`src/rtl/pipe_ctrl_unit_pkg.sv`:
```
// Shared definitions for the pipeline main-control slice.
//   - MIPS opcode / funct encodings used by the decoder
//   - ALUOp encodings
//   - Control bundle layouts for the ID/EX, EX/MEM and MEM/WB registers
//   - NOP bundle constants (all controls de-asserted)
package pipe_ctrl_unit_pkg;

    localparam logic [5:0] OP_RTYPE  = 6'h00;
    localparam logic [5:0] OP_J      = 6'h02;
    localparam logic [5:0] OP_BEQ    = 6'h04;
    localparam logic [5:0] OP_BNE    = 6'h05;
    localparam logic [5:0] OP_ADDI   = 6'h08;
    localparam logic [5:0] OP_SLTI   = 6'h0A;
    localparam logic [5:0] OP_ANDI   = 6'h0C;
    localparam logic [5:0] OP_ORI    = 6'h0D;
    localparam logic [5:0] OP_LW     = 6'h23;
    localparam logic [5:0] OP_SW     = 6'h2B;
    localparam logic [5:0] FUNCT_SLL = 6'h00;

    typedef enum logic [2:0] {
        ALU_ADD    = 3'b000,
        ALU_SUB    = 3'b001,
        ALU_RFUNCT = 3'b010,
        ALU_AND    = 3'b011,
        ALU_OR     = 3'b100,
        ALU_SLT    = 3'b101
    } aluop_e;

    // Full bundle produced in ID and held in ID/EX.
    typedef struct packed {
        logic   regdst;
        logic   alusrc;
        aluop_e aluop;
        logic   branch;
        logic   branch_ne;
        logic   memread;
        logic   memwrite;
        logic   memtoreg;
        logic   regwrite;
    } ctrl_t;

    // Subset carried in EX/MEM.
    typedef struct packed {
        logic memread;
        logic memwrite;
        logic memtoreg;
        logic regwrite;
    } mem_ctrl_t;

    // Subset carried in MEM/WB.
    typedef struct packed {
        logic memtoreg;
        logic regwrite;
    } wb_ctrl_t;

    localparam ctrl_t     CTRL_NOP = '0;
    localparam mem_ctrl_t MEM_NOP  = '0;
    localparam wb_ctrl_t  WB_NOP   = '0;

endpackage

```
`src/rtl/pipe_ctrl_unit_decoder.sv`:
```
// Purely combinational opcode/funct -> control bundle table.
//   opcode_i, funct_i : instruction fields from IF/ID
//   ctrl_o            : decoded control bundle (NOP for unknown / SLL encodings)
//   uses_rt_o         : instruction reads rt as a source (load-use check)
//   jump_o            : instruction is J
module pipe_ctrl_unit_decoder
    import pipe_ctrl_unit_pkg::*;
#(
    parameter int unsigned OPC_W      = 6,
    parameter bit          EN_IMM_OPS = 1'b1
) (
    input  logic [OPC_W-1:0] opcode_i,
    input  logic [OPC_W-1:0] funct_i,
    output ctrl_t            ctrl_o,
    output logic             uses_rt_o,
    output logic             jump_o
);

    logic [5:0] op;
    logic [5:0] fn;

    always_comb begin
        op        = 6'(opcode_i);
        fn        = 6'(funct_i);
        ctrl_o    = CTRL_NOP;
        uses_rt_o = 1'b0;
        jump_o    = 1'b0;
        case (op)
            OP_RTYPE: begin
                // funct 0 is SLL/NOP, treated as a bubble
                if (fn != FUNCT_SLL) begin
                    ctrl_o.regdst   = 1'b1;
                    ctrl_o.regwrite = 1'b1;
                    ctrl_o.aluop    = ALU_RFUNCT;
                    uses_rt_o       = 1'b1;
                end
            end
            OP_LW: begin
                ctrl_o.alusrc   = 1'b1;
                ctrl_o.memread  = 1'b1;
                ctrl_o.memtoreg = 1'b1;
                ctrl_o.regwrite = 1'b1;
            end
            OP_SW: begin
                ctrl_o.alusrc   = 1'b1;
                ctrl_o.memwrite = 1'b1;
                uses_rt_o       = 1'b1;
            end
            OP_BEQ: begin
                ctrl_o.branch = 1'b1;
                ctrl_o.aluop  = ALU_SUB;
                uses_rt_o     = 1'b1;
            end
            OP_BNE: begin
                ctrl_o.branch    = 1'b1;
                ctrl_o.branch_ne = 1'b1;
                ctrl_o.aluop     = ALU_SUB;
                uses_rt_o        = 1'b1;
            end
            OP_J: jump_o = 1'b1;
            OP_ADDI, OP_SLTI, OP_ANDI, OP_ORI: begin
                if (EN_IMM_OPS) begin
                    ctrl_o.alusrc   = 1'b1;
                    ctrl_o.regwrite = 1'b1;
                    case (op)
                        OP_SLTI: ctrl_o.aluop = ALU_SLT;
                        OP_ANDI: ctrl_o.aluop = ALU_AND;
                        OP_ORI:  ctrl_o.aluop = ALU_OR;
                        default: ctrl_o.aluop = ALU_ADD;
                    endcase
                end
            end
            default: ;
        endcase
    end

endmodule

```
`src/rtl/pipe_ctrl_unit.sv`:
```
// Main control for the 5-stage MIPS pipeline: decode in ID, control bundle
// carried through ID/EX, EX/MEM, MEM/WB; load-use stall, branch/jump flush,
// saturating stall/flush counters.
//   clk, reset (async, active-high), enable (0 = bubble decode)
//   id_opcode/id_funct/id_rs/id_rt : ID-stage instruction fields
//   ex_branch_tkn                  : EX comparator result (rs==rt)
//   pc_write, ifid_write, if_flush, id_jump : hazard / fetch controls
//   ex_*, mem_*, wb_*              : registered stage controls
//   stall_cnt, flush_cnt           : saturating event counters
module pipe_ctrl_unit
    import pipe_ctrl_unit_pkg::*;
#(
    parameter int unsigned OPC_W      = 6,
    parameter int unsigned RA_W       = 5,
    parameter int unsigned ALUOP_W    = 3,
    parameter bit          EN_IMM_OPS = 1'b1,
    parameter int unsigned CNT_W      = 16
) (
    input  logic               clk,
    input  logic               reset,
    input  logic               enable,
    input  logic [OPC_W-1:0]   id_opcode,
    input  logic [OPC_W-1:0]   id_funct,
    input  logic [RA_W-1:0]    id_rs,
    input  logic [RA_W-1:0]    id_rt,
    input  logic               ex_branch_tkn,
    output logic               pc_write,
    output logic               ifid_write,
    output logic               if_flush,
    output logic               id_jump,
    output logic               ex_regdst,
    output logic               ex_alusrc,
    output logic [ALUOP_W-1:0] ex_aluop,
    output logic               ex_branch,
    output logic               ex_branch_ne,
    output logic               ex_pc_src,
    output logic               mem_read,
    output logic               mem_write,
    output logic               wb_memtoreg,
    output logic               wb_regwrite,
    output logic [CNT_W-1:0]   stall_cnt,
    output logic [CNT_W-1:0]   flush_cnt
);

    ctrl_t            dec_ctrl;
    logic             dec_uses_rt;
    logic             dec_jump;

    ctrl_t            ex_q,  ex_d;
    logic [RA_W-1:0]  ex_rt_q, ex_rt_d;
    mem_ctrl_t        mem_q, mem_d;
    wb_ctrl_t         wb_q,  wb_d;
    logic [CNT_W-1:0] stall_cnt_q, stall_cnt_d;
    logic [CNT_W-1:0] flush_cnt_q, flush_cnt_d;

    logic pc_src;
    logic lu;
    logic jump_go;
    logic uses_rt;

    pipe_ctrl_unit_decoder #(
        .OPC_W      (OPC_W),
        .EN_IMM_OPS (EN_IMM_OPS)
    ) u_decoder (
        .opcode_i  (id_opcode),
        .funct_i   (id_funct),
        .ctrl_o    (dec_ctrl),
        .uses_rt_o (dec_uses_rt),
        .jump_o    (dec_jump)
    );

    always_comb begin
        uses_rt = enable & dec_uses_rt;
        pc_src  = ex_q.branch & (ex_branch_tkn ^ ex_q.branch_ne);
        lu      = ex_q.memread && (ex_rt_q != '0) &&
                  ((ex_rt_q == id_rs) || (uses_rt && (ex_rt_q == id_rt)));
        // Priority: taken branch > load-use > jump
        jump_go = enable & dec_jump & ~pc_src & ~lu;

        pc_write   = pc_src | ~lu;
        ifid_write = pc_src | ~lu;
        if_flush   = pc_src | jump_go;
        id_jump    = jump_go;

        ex_d    = dec_ctrl;
        ex_rt_d = id_rt;
        if (pc_src || lu || !enable) begin
            ex_d    = CTRL_NOP;
            ex_rt_d = '0;
        end

        mem_d = '{memread:  ex_q.memread,  memwrite: ex_q.memwrite,
                  memtoreg: ex_q.memtoreg, regwrite: ex_q.regwrite};
        wb_d  = '{memtoreg: mem_q.memtoreg, regwrite: mem_q.regwrite};

        stall_cnt_d = stall_cnt_q;
        if (lu && !pc_src && (stall_cnt_q != '1))
            stall_cnt_d = stall_cnt_q + CNT_W'(1);
        flush_cnt_d = flush_cnt_q;
        if (if_flush && (flush_cnt_q != '1))
            flush_cnt_d = flush_cnt_q + CNT_W'(1);
    end

    always_ff @(posedge clk or posedge reset) begin
        if (reset) begin
            ex_q        <= CTRL_NOP;
            ex_rt_q     <= '0;
            mem_q       <= MEM_NOP;
            wb_q        <= WB_NOP;
            stall_cnt_q <= '0;
            flush_cnt_q <= '0;
        end else begin
            ex_q        <= ex_d;
            ex_rt_q     <= ex_rt_d;
            mem_q       <= mem_d;
            wb_q        <= wb_d;
            stall_cnt_q <= stall_cnt_d;
            flush_cnt_q <= flush_cnt_d;
        end
    end

    assign ex_regdst    = ex_q.regdst;
    assign ex_alusrc    = ex_q.alusrc;
    assign ex_aluop     = ALUOP_W'(ex_q.aluop);
    assign ex_branch    = ex_q.branch;
    assign ex_branch_ne = ex_q.branch_ne;
    assign ex_pc_src    = pc_src;
    assign mem_read     = mem_q.memread;
    assign mem_write    = mem_q.memwrite;
    assign wb_memtoreg  = wb_q.memtoreg;
    assign wb_regwrite  = wb_q.regwrite;
    assign stall_cnt    = stall_cnt_q;
    assign flush_cnt    = flush_cnt_q;

endmodule

```
`config.mk`:
```
export PLATFORM = sky130hd
export DESIGN_NAME = pipe_ctrl_unit
export DESIGN_NICKNAME = d
export VERILOG_FILES = /design/src/rtl/pipe_ctrl_unit_pkg.sv /design/src/rtl/pipe_ctrl_unit_decoder.sv /design/src/rtl/pipe_ctrl_unit.sv
export SDC_FILE = /design/constraint.sdc
export NUM_CORES = 1
export LEC_CHECK = 0
export BUFFER_PORTS_ARGS = -buffer_cell sky130_fd_sc_hd__buf_2
export CORE_UTILIZATION = 50
export CTS_CLUSTER_SIZE = 28
export DETAILED_ROUTE_END_ITERATION = 10
export GPL_ROUTABILITY_DRIVEN = 0
export PLACE_DENSITY_LB_ADDON = 0.25
export SLEW_MARGIN = 20
export SYNTH_ARGS = -nofsm -noshare
export SYNTH_HDL_FRONTEND = slang
export SYNTH_HIERARCHICAL = 1
export SYNTH_SLANG_ARGS = --single-unit
```
`constraint.sdc`:
```
create_clock -name clk -period 7.1 [get_ports clk]
set_clock_uncertainty 0.1 [all_clocks]
set_input_delay 2.13 -clock clk [delete_from_list [all_inputs] [get_ports clk]]
set_output_delay 2.13 -clock clk [all_outputs]
set_load 0.02 [all_outputs]
```
Yosys cells after proc, flatten, opt, wreduce, memory -nomap -nowiden --
Index checks and enable logic that the tools add are counted.
Storage, ports and cells: bits in registers 54, latch bits 0, bits in writable memories 0, ROM bits 0, bits of input ports 26, output and inout port bits 48, memories 0
Cells by class: add/sub/neg operators 2, $mul 0, div/mod/pow operators 0, magnitude comparators 0, eq/ne operators 13, shift-type cells 0, mux-type cells 15, bitwise gates (word level) 10, reduce and logical (&&, ||, !) cells 19
Operators with widths (number):
- $add 16x1->16 const B | 2
- $ne 16x16->1 const B | 2
- $eq 6x4->1 const B | 4
- $pmux 3 s3 | 2
- $eq 6x3->1 const B | 2
- $eq 6x6->1 const B | 2
- $mux 11 | 1
- $eq 5x5->1 | 2
- $mux 1 | 8
- $eq 6x2->1 const B | 1
- $logic_and 1x1->1 | 6
- $logic_not 6->1 | 1
- $reduce_bool 6->1 | 1
- $reduce_or 6->1 | 1
- $and 1x1->1 | 5
- $mux 5 | 1
- $reduce_bool 5->1 | 1
- $reduce_or 5->1 | 1
- $pmux 1 s2 | 2
- $reduce_or 4->1 | 1
- $logic_or 1x1->1 | 3
- $reduce_or 3->1 | 1
- $logic_not 1->1 | 2
- $mux 2 | 1
- other kinds (4) | 6

Depth between registers and ports, before layout --
Gate-level depths: netlist (run 1).
depth in word-level cells 11, gate-level depth with buffers 12

By module --
Netlist (run 1), hierarchy kept.
Modules (own cells, without submodules):
- pipe_ctrl_unit | times used 1, cells each 209, area an instance 2432.3 sq um, seq. area each 1351.3 sq um
- pipe_ctrl_unit_decoder | times used 1, cells each 42, area an instance 269.0 sq um, seq. area each 0.0 sq um

Worst setup path before layout (run 1) --
OpenSTA, ideal clock, no wires.
path type input to output, start input port id_opcode[0], end output port if_flush, data arrival time 4.168 ns, setup slack 0.702 ns, cell stages on the path 10, path buffers 2, cells stage by stage clkbuf_1 -> nor4_1 -> o311ai_2 -> a21oi_1 -> nand2_1 -> a2111o_1 -> nor4_4 -> o21ai_0 -> a31o_2 -> buf_4
Between the ends: cells in the longest elaborated chain, start to end 10
Ends and longest elaborated chain:
- from (decl) | line pipe_ctrl_unit.sv:22 | input logic [OPC_W-1:0] id_opcode,
- $eq 6x3->1 or $eq 6x6->1 (tied branches) | line pipe_ctrl_unit_decoder.sv:28 | case (op)
- $reduce_or 3->1 (no line)
- $pmux 1 s2 * | line pipe_ctrl_unit_decoder.sv:28
- named net dec_uses_rt | line pipe_ctrl_unit.sv:46 | logic dec_uses_rt;
- $and 1x1->1 * | line pipe_ctrl_unit.sv:73 | uses_rt = enable & dec_uses_rt;
- $logic_and 1x1->1 * | line pipe_ctrl_unit.sv:76 | ((ex_rt_q == id_rs) || (uses_rt && (ex_rt_q == id_rt)));
- $logic_or 1x1->1 * | line pipe_ctrl_unit.sv:76
- $logic_and 1x1->1 * | line pipe_ctrl_unit.sv:75 | lu = ex_q.memread && (ex_rt_q != '0) &&
- $not 1->1 * | line pipe_ctrl_unit.sv:78 | jump_go = enable & dec_jump & ~pc_src & ~lu;
- $and 1x1->1 * | line pipe_ctrl_unit.sv:78
- $or 1x1->1 * | line pipe_ctrl_unit.sv:82 | if_flush = pc_src | jump_go;
- to (decl) | line pipe_ctrl_unit.sv:29 | output logic if_flush,
Mark *: on every way through the listed nets, which the timed path passes. The rest lies on a longest branch.

Worst setup path in the final report (run 1) --
start input port id_opcode[3], end output port if_flush
The elaborated chain is that of the path after synthesis.

==> metrics.txt, run 1 <==
status complete, no violations; max-cap violations 0; Period Utilization, post-route 94.8%; final worst setup slack between 0.3 and 0.4 ns; Worst-Skew Late Latency 0.29 ns; Nets 347; area of the multi-input gates 1250 µm²; share of cells above drive strength 1 30.6%; ys flop type dfrtp_1; clk sinks 54; Final Max Slew Viols 0; WS Path Type input port to output pin; WL per Instance 12.7 µm; Layout Cell Area excl Fill around 3200 µm²; antenna-violating nets left 0; Met1 Wirelength 2.26 mm; hold slack final roughly 0.25 ns; 1st-pass router iterations 4; Seq/Total Area, Yosys 50.0%; switching pwr 132 µW; pin count of the biggest net entering global routing 55; num rows 26; top cell type by total area after synthesis dfrtp_1; vias in the first global route around 1,800; post-synthesis cell count 251; worst hold path type register to register; via/cell ratio between 5 and 6; post-detail-place hpwl 3.64 mm; achievable frequency around 150 MHz; number of CTS-inserted buffers 5; final setup vio count 0; first-pass GRT wire length 7.78 mm; Most Frequent Cell on Critical Path buf_2; Setup crit end kind output pin; Synth area leaders dfrtp_1 50%, xnor2_1 7.8%, and2_1 4.4%; sequential share of power between 50% and 60%; area share of the largest cell type after synthesis around half; gr ovfl total 0; H-tree Lvls 2; Cell Chain, Critical Path buf_2, nor4_1, o311ai_2, a21oi_1, nand2_1, a2111o_1, nor4_4, o21ai_0, a31o_2, buf_2; die area 5700 µm²; number of flops mapped to enable cells by yosys 0; RSZ-0062 raised after global routing false; power per cell area 173 nW/µm²; Starting Density 52.6%; io pins 74; WL met3 165 µm; Worst-path clk slew approximately 0.08 ns; Worst Path Required 4.87 ns; TritonCTS clock tree built; DIE WIDTH around 76 µm; antenna cells 0; most frequent cell after synthesis dfrtp_1; postcts setup bufs 0; Core Region between 5000 and 6000 µm²; initial drt markers 123; WP data arrival 4.50 ns; element type at the critical path start input port; Storage cell area 1350 µm²; Total GRT Usage 18.0%; largest fanout on the critical path 16; Clock power frac 30.7%; Area after DPL 3090 µm²; via total after detailed routing 2,034; Mapped Nets between 200 and 300; Leak 1.64 nW; Fillers 478; Tmin final 6.73 ns; Final TNS setup 0 ns; synthesized cell area 2700 µm²; initial antenna violation count 0; internal power 417 µW; Max stage delay on crit path 0.39 ns; Worst VDD drop 0.0000882 V; clk root buf clkbuf_8; syn_area_per_cell 10.8 µm²; ys async rst share 100%; Final Hold Vio Count 0; DRC errors left 0; Slew @ Worst Pin roughly 0.66 ns; die span in y ~76 µm; Post-synth top cells 54 x dfrtp_1, 24 x xnor2_1, 20 x nand2_1, 19 x and2_1, 13 x xor2_1; slowest CP cell a31o_2; Sw Ratio 24.1%; Netlist cell types 45; overall power 549 µW; met2 routed WL 2.46 mm; Yosys reg bits 54; Yosys warnings 6; Comb power frac 10.5%; worst slack at placement ~0.20 ns; Max Root-Sink Buffers 2; DR top layer met4; synthesis-to-layout area growth 17.8%; Max-slew headroom 56.3%; cts repair resizes 0; Port-buffer cells 73; CTS Hold Buffers Added 0; drt total wl 4.95 mm
[area by class of cell]
class	count	share of cell area (%)
Clock buffer	7	2.71
Inverter	9	1.06
Sequential cell	54	42.5
Tap cell	70	2.75
Clock inverter	1	0.157
Timing Repair Buffer	74	11.7
Multi-Input combinational cell	175	39.2
[cell families after synthesis]
group | count (synthesis) | synth area share [%]
flip-flops | 54 | 50.0
buffers and inverters | 22 | 3.94
AND/OR/NAND/NOR | 113 | 25.1
XOR/XNOR | 37 | 12.0
multiplexers | 4 | 1.67
adder cells (fa/ha/maj) | 2 | 0.926
AO/OA/AOI/OAI | 19 | 6.35
[worst max-delay path, delay by kind of cell]
kind	cells	cell delay, ns
buffers and inverters	2	0.37
AO/OA/AOI/OAI	5	1.30
AND/OR/NAND/NOR	3	0.69
[worst paths after layout]
check / from / to / slack, ns / cells after the start
setup / recovery: id_opcode[3] / if_flush / 0.37 / 10
hold / removal: ex_q[2] / mem_write / 0.25 / 0
setup reg to reg: ex_rt_q[1] / flush_cnt[1] / 4.63 / 7
hold reg to reg: ex_q[2] / mem_write / 0.25 / 0
max in group asynchronous: reset / flush_cnt[4] / 4.56 / 3
min in group asynchronous: reset / stall_cnt[7] / 1.90 / 3
[power by group through the flow]
stage | sequential, mW | combinational [mW] | clock [mW]
2_1_floorplan | 0.336 | 0.0299 | 0
3_3_place_gp | 0.329 | 0.0575 | 0
3_5_place_dp | 0.329 | 0.0583 | 0
4_1_cts | 0.323 | 0.0585 | 0.175
5_1_grt | 0.325 | 0.0651 | 0.187
6_report | 0.323 | 0.0576 | 0.169
[registers in the layout (all words and copies together) (netlist names), 2 cells and up]
signal     flops
ex_rt_q        5
mem_q          2
stall_cnt     16
ex_aluop       3
flush_cnt     16
ex_q           4
[per-layer routing]
metal / global-route usage [%] / vias to the layer above
li1: - / 997
met1: 22.9 / 988
met2: 31.5 / 44
met3: 2.78 / 5
met4: 6.17 / 0
met5: 0 / -
[per-stage QoR]
step / util, % / instances
5_1_grt: 61.9 / 390
6_report: 61.9 / 390
3_5_place_dp: 60.1 / 382
2_1_floorplan: - / 251
3_3_place_gp: 60.1 / 382
4_1_cts: 61.9 / 390
[cells in the final DEF (no fill, tap or decap), drive strengths merged, types with 9 or more instances in the layout]
cell and n:
xnor2 24, and2 19, nand3 11, nand2 20, buf 74, and3 11, inv 9, nand4 9
nor3 10, dfrtp 54, xor2 13
Note: power is estimated with default switching activity, not from simulation.
==> inputs of run 2 (changes only) <==
- SYNTH_HIERARCHICAL: 1 -> unset
==> run 2 against run 1 <==
  * Routed wire length is 5.0% higher
  * Hold slack better by 0.0010 ns
  * Design area is 4.5% lower
  * First-iteration DRC count is 15% lower
  * Synthesized area is 5.7% lower
  * Clock power is 2% higher
  * Sequential share of layout area is 0.36 points higher
  * Non-clock buffer count stayed put
  * Power is 0.97% lower
  * Flip-flop and latch count is 2 lower
  * Critical path depth is 2 lower
  * Critical endpoint is now id_jump
  * Largest cell class unchanged
==> metrics.txt, run 2 <==
status complete, no violations; final setup vio count 0; clk sinks 52; post-detail-place hpwl 3.85 mm; antenna cells 0; Max-slew headroom 42.7%; Synth area leaders dfrtp_1 51%, xor2_1 7.6%, xnor2_1 5.5%; CTS Hold Buffers Added 0; ys async rst share 100%; largest fanout on the critical path 10; WP data arrival 4.13 ns; pin count of the biggest net entering global routing 53; RSZ-0062 raised after global routing false; die span in y 73.4 µm; final worst setup slack approximately 0.74 ns; dpl cells approximately 380; Worst R2R End stall_cnt[15]; Slew @ Worst Pin ~0.86 ns; max-cap violations 0; worst slack at placement 0.749 ns; power per cell area 179 nW/µm²; post-synthesis cell count 249; via/cell ratio 5.22; element type at the critical path start input port; Total GRT Usage 20.8%; Seq/Total Area, Yosys 51.1%; Core Region 4820 µm²; die area 5390 µm²; number of CTS-inserted buffers 5; synthesis-to-layout area growth 19.2%; Starting Density 52.9%; Setup crit end kind output pin; H-tree Lvls 2; Worst Path Required 4.87 ns; hold path cells 0; Area after DPL just under 3000 µm²; Fillers between 400 and 500; worst hold path type register to register; Final Max Slew Viols 0; FF-to-FF path depth 7; TritonCTS clock tree built; drt total wl 5.20 mm; first-pass GRT wire length approximately 8.4 mm; gr ovfl total 0; WL per Instance 13.4 µm; share of cells above drive strength 1 29.7%; initial drt markers 104; via total after detailed routing 2,021; Yosys warnings 0; Worst R2R Setup Slack 4.54 ns; postcts setup bufs 0; most frequent cells in the layout 73 x buf_2, 52 x dfrtp_1, 25 x nor2_1; num rows 25; DIE WIDTH 73.4 µm; Final TNS setup 0 ns; Worst VDD drop 0.000115 V; vias in the first global route around 1,800; most frequent cell after synthesis dfrtp_1; clk root buf clkbuf_8; Leak 1.62 nW; Mapped Nets between 200 and 300; Netlist cell types 45; Yosys reg bits 52; fin cells 387; cts repair resizes 0; area share of the largest cell type after synthesis 51.1%; Max Root-Sink Buffers 2; Port-buffer cells 73; synthesized cell area 2550 µm²; WS Path Type input port to output pin; Nets 347; Tmin final 6.36 ns; syn_area_per_cell 10.2 µm²; Worst-Skew Late Latency 0.31 ns; hold slack final 0.254 ns; Layout Cell Area excl Fill just over 3000 µm²; hold_sp ex_q[2]; DRC errors left 0; most common cell after layout, fill and taps aside buf_2; top cell type by total area after synthesis dfrtp_1; number of flops mapped to enable cells by yosys 0; Final Hold Vio Count 0; initial antenna violation count 0; 1st-pass router iterations 4; Worst-path clk slew around 0.09 ns; Hold EP mem_write; antenna-violating nets left 0; Post-synth top cells 52 x dfrtp_1, 25 x nor2_1, 22 x xor2_1, 17 x nand2_1, 16 x xnor2_1; ys flop type dfrtp_1; achievable frequency around 160 MHz; reg2reg start stall_cnt[0]; io pins between 70 and 80; Period Utilization, post-route 89.5%
==> run 2: worst max-delay path, cell delays in order <==
cell	delay [ns]
buf_2	0.09
or4_1	0.50
o211ai_1	0.38
a311oi_2	0.20
o21ai_2	0.41
nand3_2	0.13
nor2_1	0.11
buf_2	0.17
==> run 2: routing by layer <==
metal | up-vias | routed length (µm) | track usage [%]
met4 | 0 | 66 | 7.69
met5 | - | 0 | 0
met3 | 7 | 298 | 4.94
met1 | 941 | 2300 | 26.2
met2 | 77 | 2530 | 34.8
li1 | 996 | - | -
==> run 2: report_power, final <==
part	leakage [nW]	switching, mW	internal (mW)
Combinational	0.864	0.0355	0.0232
Sequential	0.707	0.00854	0.304
Clock	0.0510	0.0948	0.0780
Total	1.62	0.139	0.405
==> run 2: worst max path at each step <==
| stage | from | end | slack [ns] | cells past startpoint |
|---|---|---|---|---|
| global route | id_funct[1] | id_jump | 0.60 | 8 |
| floorplan | id_funct[1] | id_jump | 0.83 | 7 |
| CTS | id_funct[1] | id_jump | 0.75 | 8 |
| detailed placement | id_funct[1] | id_jump | 0.75 | 8 |
| finish | id_funct[1] | id_jump | 0.74 | 8 |
| global placement | id_funct[1] | id_jump | 0.85 | 8 |
==> run 2: metrics by stage <==
step           total power, mW  util [%]
3_3_place_gp             0.376      61.1
2_1_floorplan            0.355         -
5_1_grt                  0.570      63.1
4_1_cts                  0.549      63.1
6_report                 0.544      63.1
3_5_place_dp             0.378      61.1
==> run 2: kinds of logic after synthesis <==
| logic type | share of synthesized area (%) |
|---|---|
| AOI/OAI and AO/OA | 5.65 |
| and+or+nand+nor | 24.0 |
| adders and majority gates | 0.982 |
| muxes | 1.28 |
| xor gates and xnor gates | 13.1 |
| buffers and inverters | 3.98 |
| DFF | 51.1 |
==> run 2: layout make-up <==
type	instances	area [µm²]	area share, %
clock buffer	6	82.6	2.72
clock inverter	2	10.0	0.329
multi-input combinational	175	1150	37.7
sequential	52	1300	42.8
inverter	11	42.5	1.40
timing repair buffer	74	373	12.3
tap	67	83.8	2.76
==> inputs of run 3 (changes only) <==
- REMOVE_ABC_BUFFERS: unset -> 1
==> run 3 against run 2 <==
  * Power is 8.2% higher
  * Critical endpoint unchanged
  * Critical path depth stayed put
  * Die area stayed put
  * Non-clock buffer count stayed put
  * Final cell count stayed put
  * Global-route usage is 0.33 points lower
  * Register-to-register slack hardly changed
  * Design area is 1.1% higher
==> metrics.txt, run 3 (synthesized netlist as in run 2, its figures left out) <==
Storage cell area 1300 µm²; Core Region 4820 µm²; TritonCTS clock tree built; Comb power frac 10.1%; postcts setup bufs 0; area of the multi-input gates about 1100 µm²; CTS Hold Buffers Added 0; internal power 452 µW; Worst-path clk slew 0.09 ns; io pins 74; largest fanout on the critical path 10; Max Root-Sink Buffers 2; max-cap violations 0; Leak roughly 1.6 nW; DIE WIDTH between 70 and 80 µm; Nets 347; achievable frequency between 150 and 200 MHz; first-pass GRT wire length about 8.4 mm; Final Max Slew Viols 0; Tmin final 6.26 ns; WP data arrival 4.03 ns; Period Utilization, post-route 88.2%; num rows 25; synthesis-to-layout area growth 20.6%; initial antenna violation count 0; Clock power frac a little under two fifths; element type at the critical path start input port; initial drt markers 104; worst hold path type register to register; drt total wl 5.09 mm; switching pwr 137 µW; Worst Path Required 4.87 ns; Max-slew headroom 43.2%; Final TNS setup 0 ns; H-tree Lvls 2; die area between 5000 and 6000 µm²; cts repair resizes 0; pin count of the biggest net entering global routing 53; WL per Instance 13.2 µm; Worst VDD drop 0.000108 V; WS Path Type input port to output pin; Fillers 434; power per cell area 192 nW/µm²; Port-buffer cells 73; Sw Ratio a little under a quarter; via/cell ratio 5.33; DRC errors left 0; share of cells above drive strength 1 29.7%; final setup vio count 0; Setup crit end kind output pin; clk root buf clkbuf_8; number of CTS-inserted buffers 5; RSZ-0062 raised after global routing false; Slew @ Worst Pin approximately 0.85 ns; Worst-Skew Late Latency approximately 0.3 ns; most frequent cells in the layout 73 x buf_2, 52 x dfrtp_1, 25 x nor2_1; vias in the first global route 1,880; Total GRT Usage 20.4%; die span in y 73.4 µm; antenna-violating nets left 0; clk sinks 52; status complete, no violations; Worst R2R Setup Slack 4.53 ns; sequential share of power 53.1%; gr ovfl total 0; most common cell after layout, fill and taps aside buf_2; 1st-pass router iterations 4; antenna cells 0; Final Hold Vio Count 0; post-detail-place hpwl between 3 and 4 mm; final worst setup slack 0.840 ns; via total after detailed routing 2,063; Starting Density 52.9%; worst slack at placement ~0.83 ns
-- run 3: final timing paths --
check                        startpoint       endpoint  cells past startpoint
setup / recovery            id_funct[1]        id_jump                      8
min in group asynchronous         reset   stall_cnt[2]                      2
hold reg to reg                 ex_q[2]      mem_write                      0
hold / removal                  ex_q[2]      mem_write                      0
setup reg to reg           ex_branch_ne  stall_cnt[15]                      7
max in group asynchronous         reset  flush_cnt[10]                      2
-- run 3: final cells by class --
cell class / instances / share of cell area [%]
flip-flops and latches: 52 / 42.3
multi-input cells: 175 / 37.3
repair buffers: 74 / 12.1
clock buffers: 7 / 3.14
well taps: 67 / 2.73
inverters: 11 / 1.38
clock inverters: 1 / 0.977
-- run 3: routing by layer --
metal,up-vias,wire length (µm),track usage [%]
met4,0,68,7.69
met2,59,2500,34.0
met5,-,0,0
met3,7,219,3.43
li1,999,-,-
met1,998,2310,26.8
-- run 3: power groups by stage --
stage,logic (mW),registers (mW),clock network [mW]
5_1_grt,0.0665,0.314,0.229
3_5_place_dp,0.0609,0.319,0
2_1_floorplan,0.0267,0.325,0
3_3_place_gp,0.0578,0.318,0
4_1_cts,0.0611,0.313,0.220
6_report,0.0595,0.313,0.217
-- run 3: per-stage QoR --
step / util [%] / cell area (µm²) / hold slack [ns] / cells / power, mW
after floorplan: - / 2490 / 0.231 / 238 / 0.352
after global placement: 61.1 / 2950 / 0.235 / 379 / 0.376
after detailed placement: 61.1 / 2950 / 0.241 / 379 / 0.379
after CTS: 63.8 / 3070 / 0.256 / 387 / 0.594
after global routing: 63.8 / 3070 / 0.264 / 387 / 0.609
final: 63.8 / 3070 / 0.252 / 387 / 0.589
-- run 3: worst max-delay path, stage by stage --
cell      delay, ns
buf_2          0.10
or4_1          0.50
o211ai_1       0.33
a311oi_2       0.18
o21ai_2        0.38
nand3_2        0.13
nor2_1         0.11
buf_2          0.16
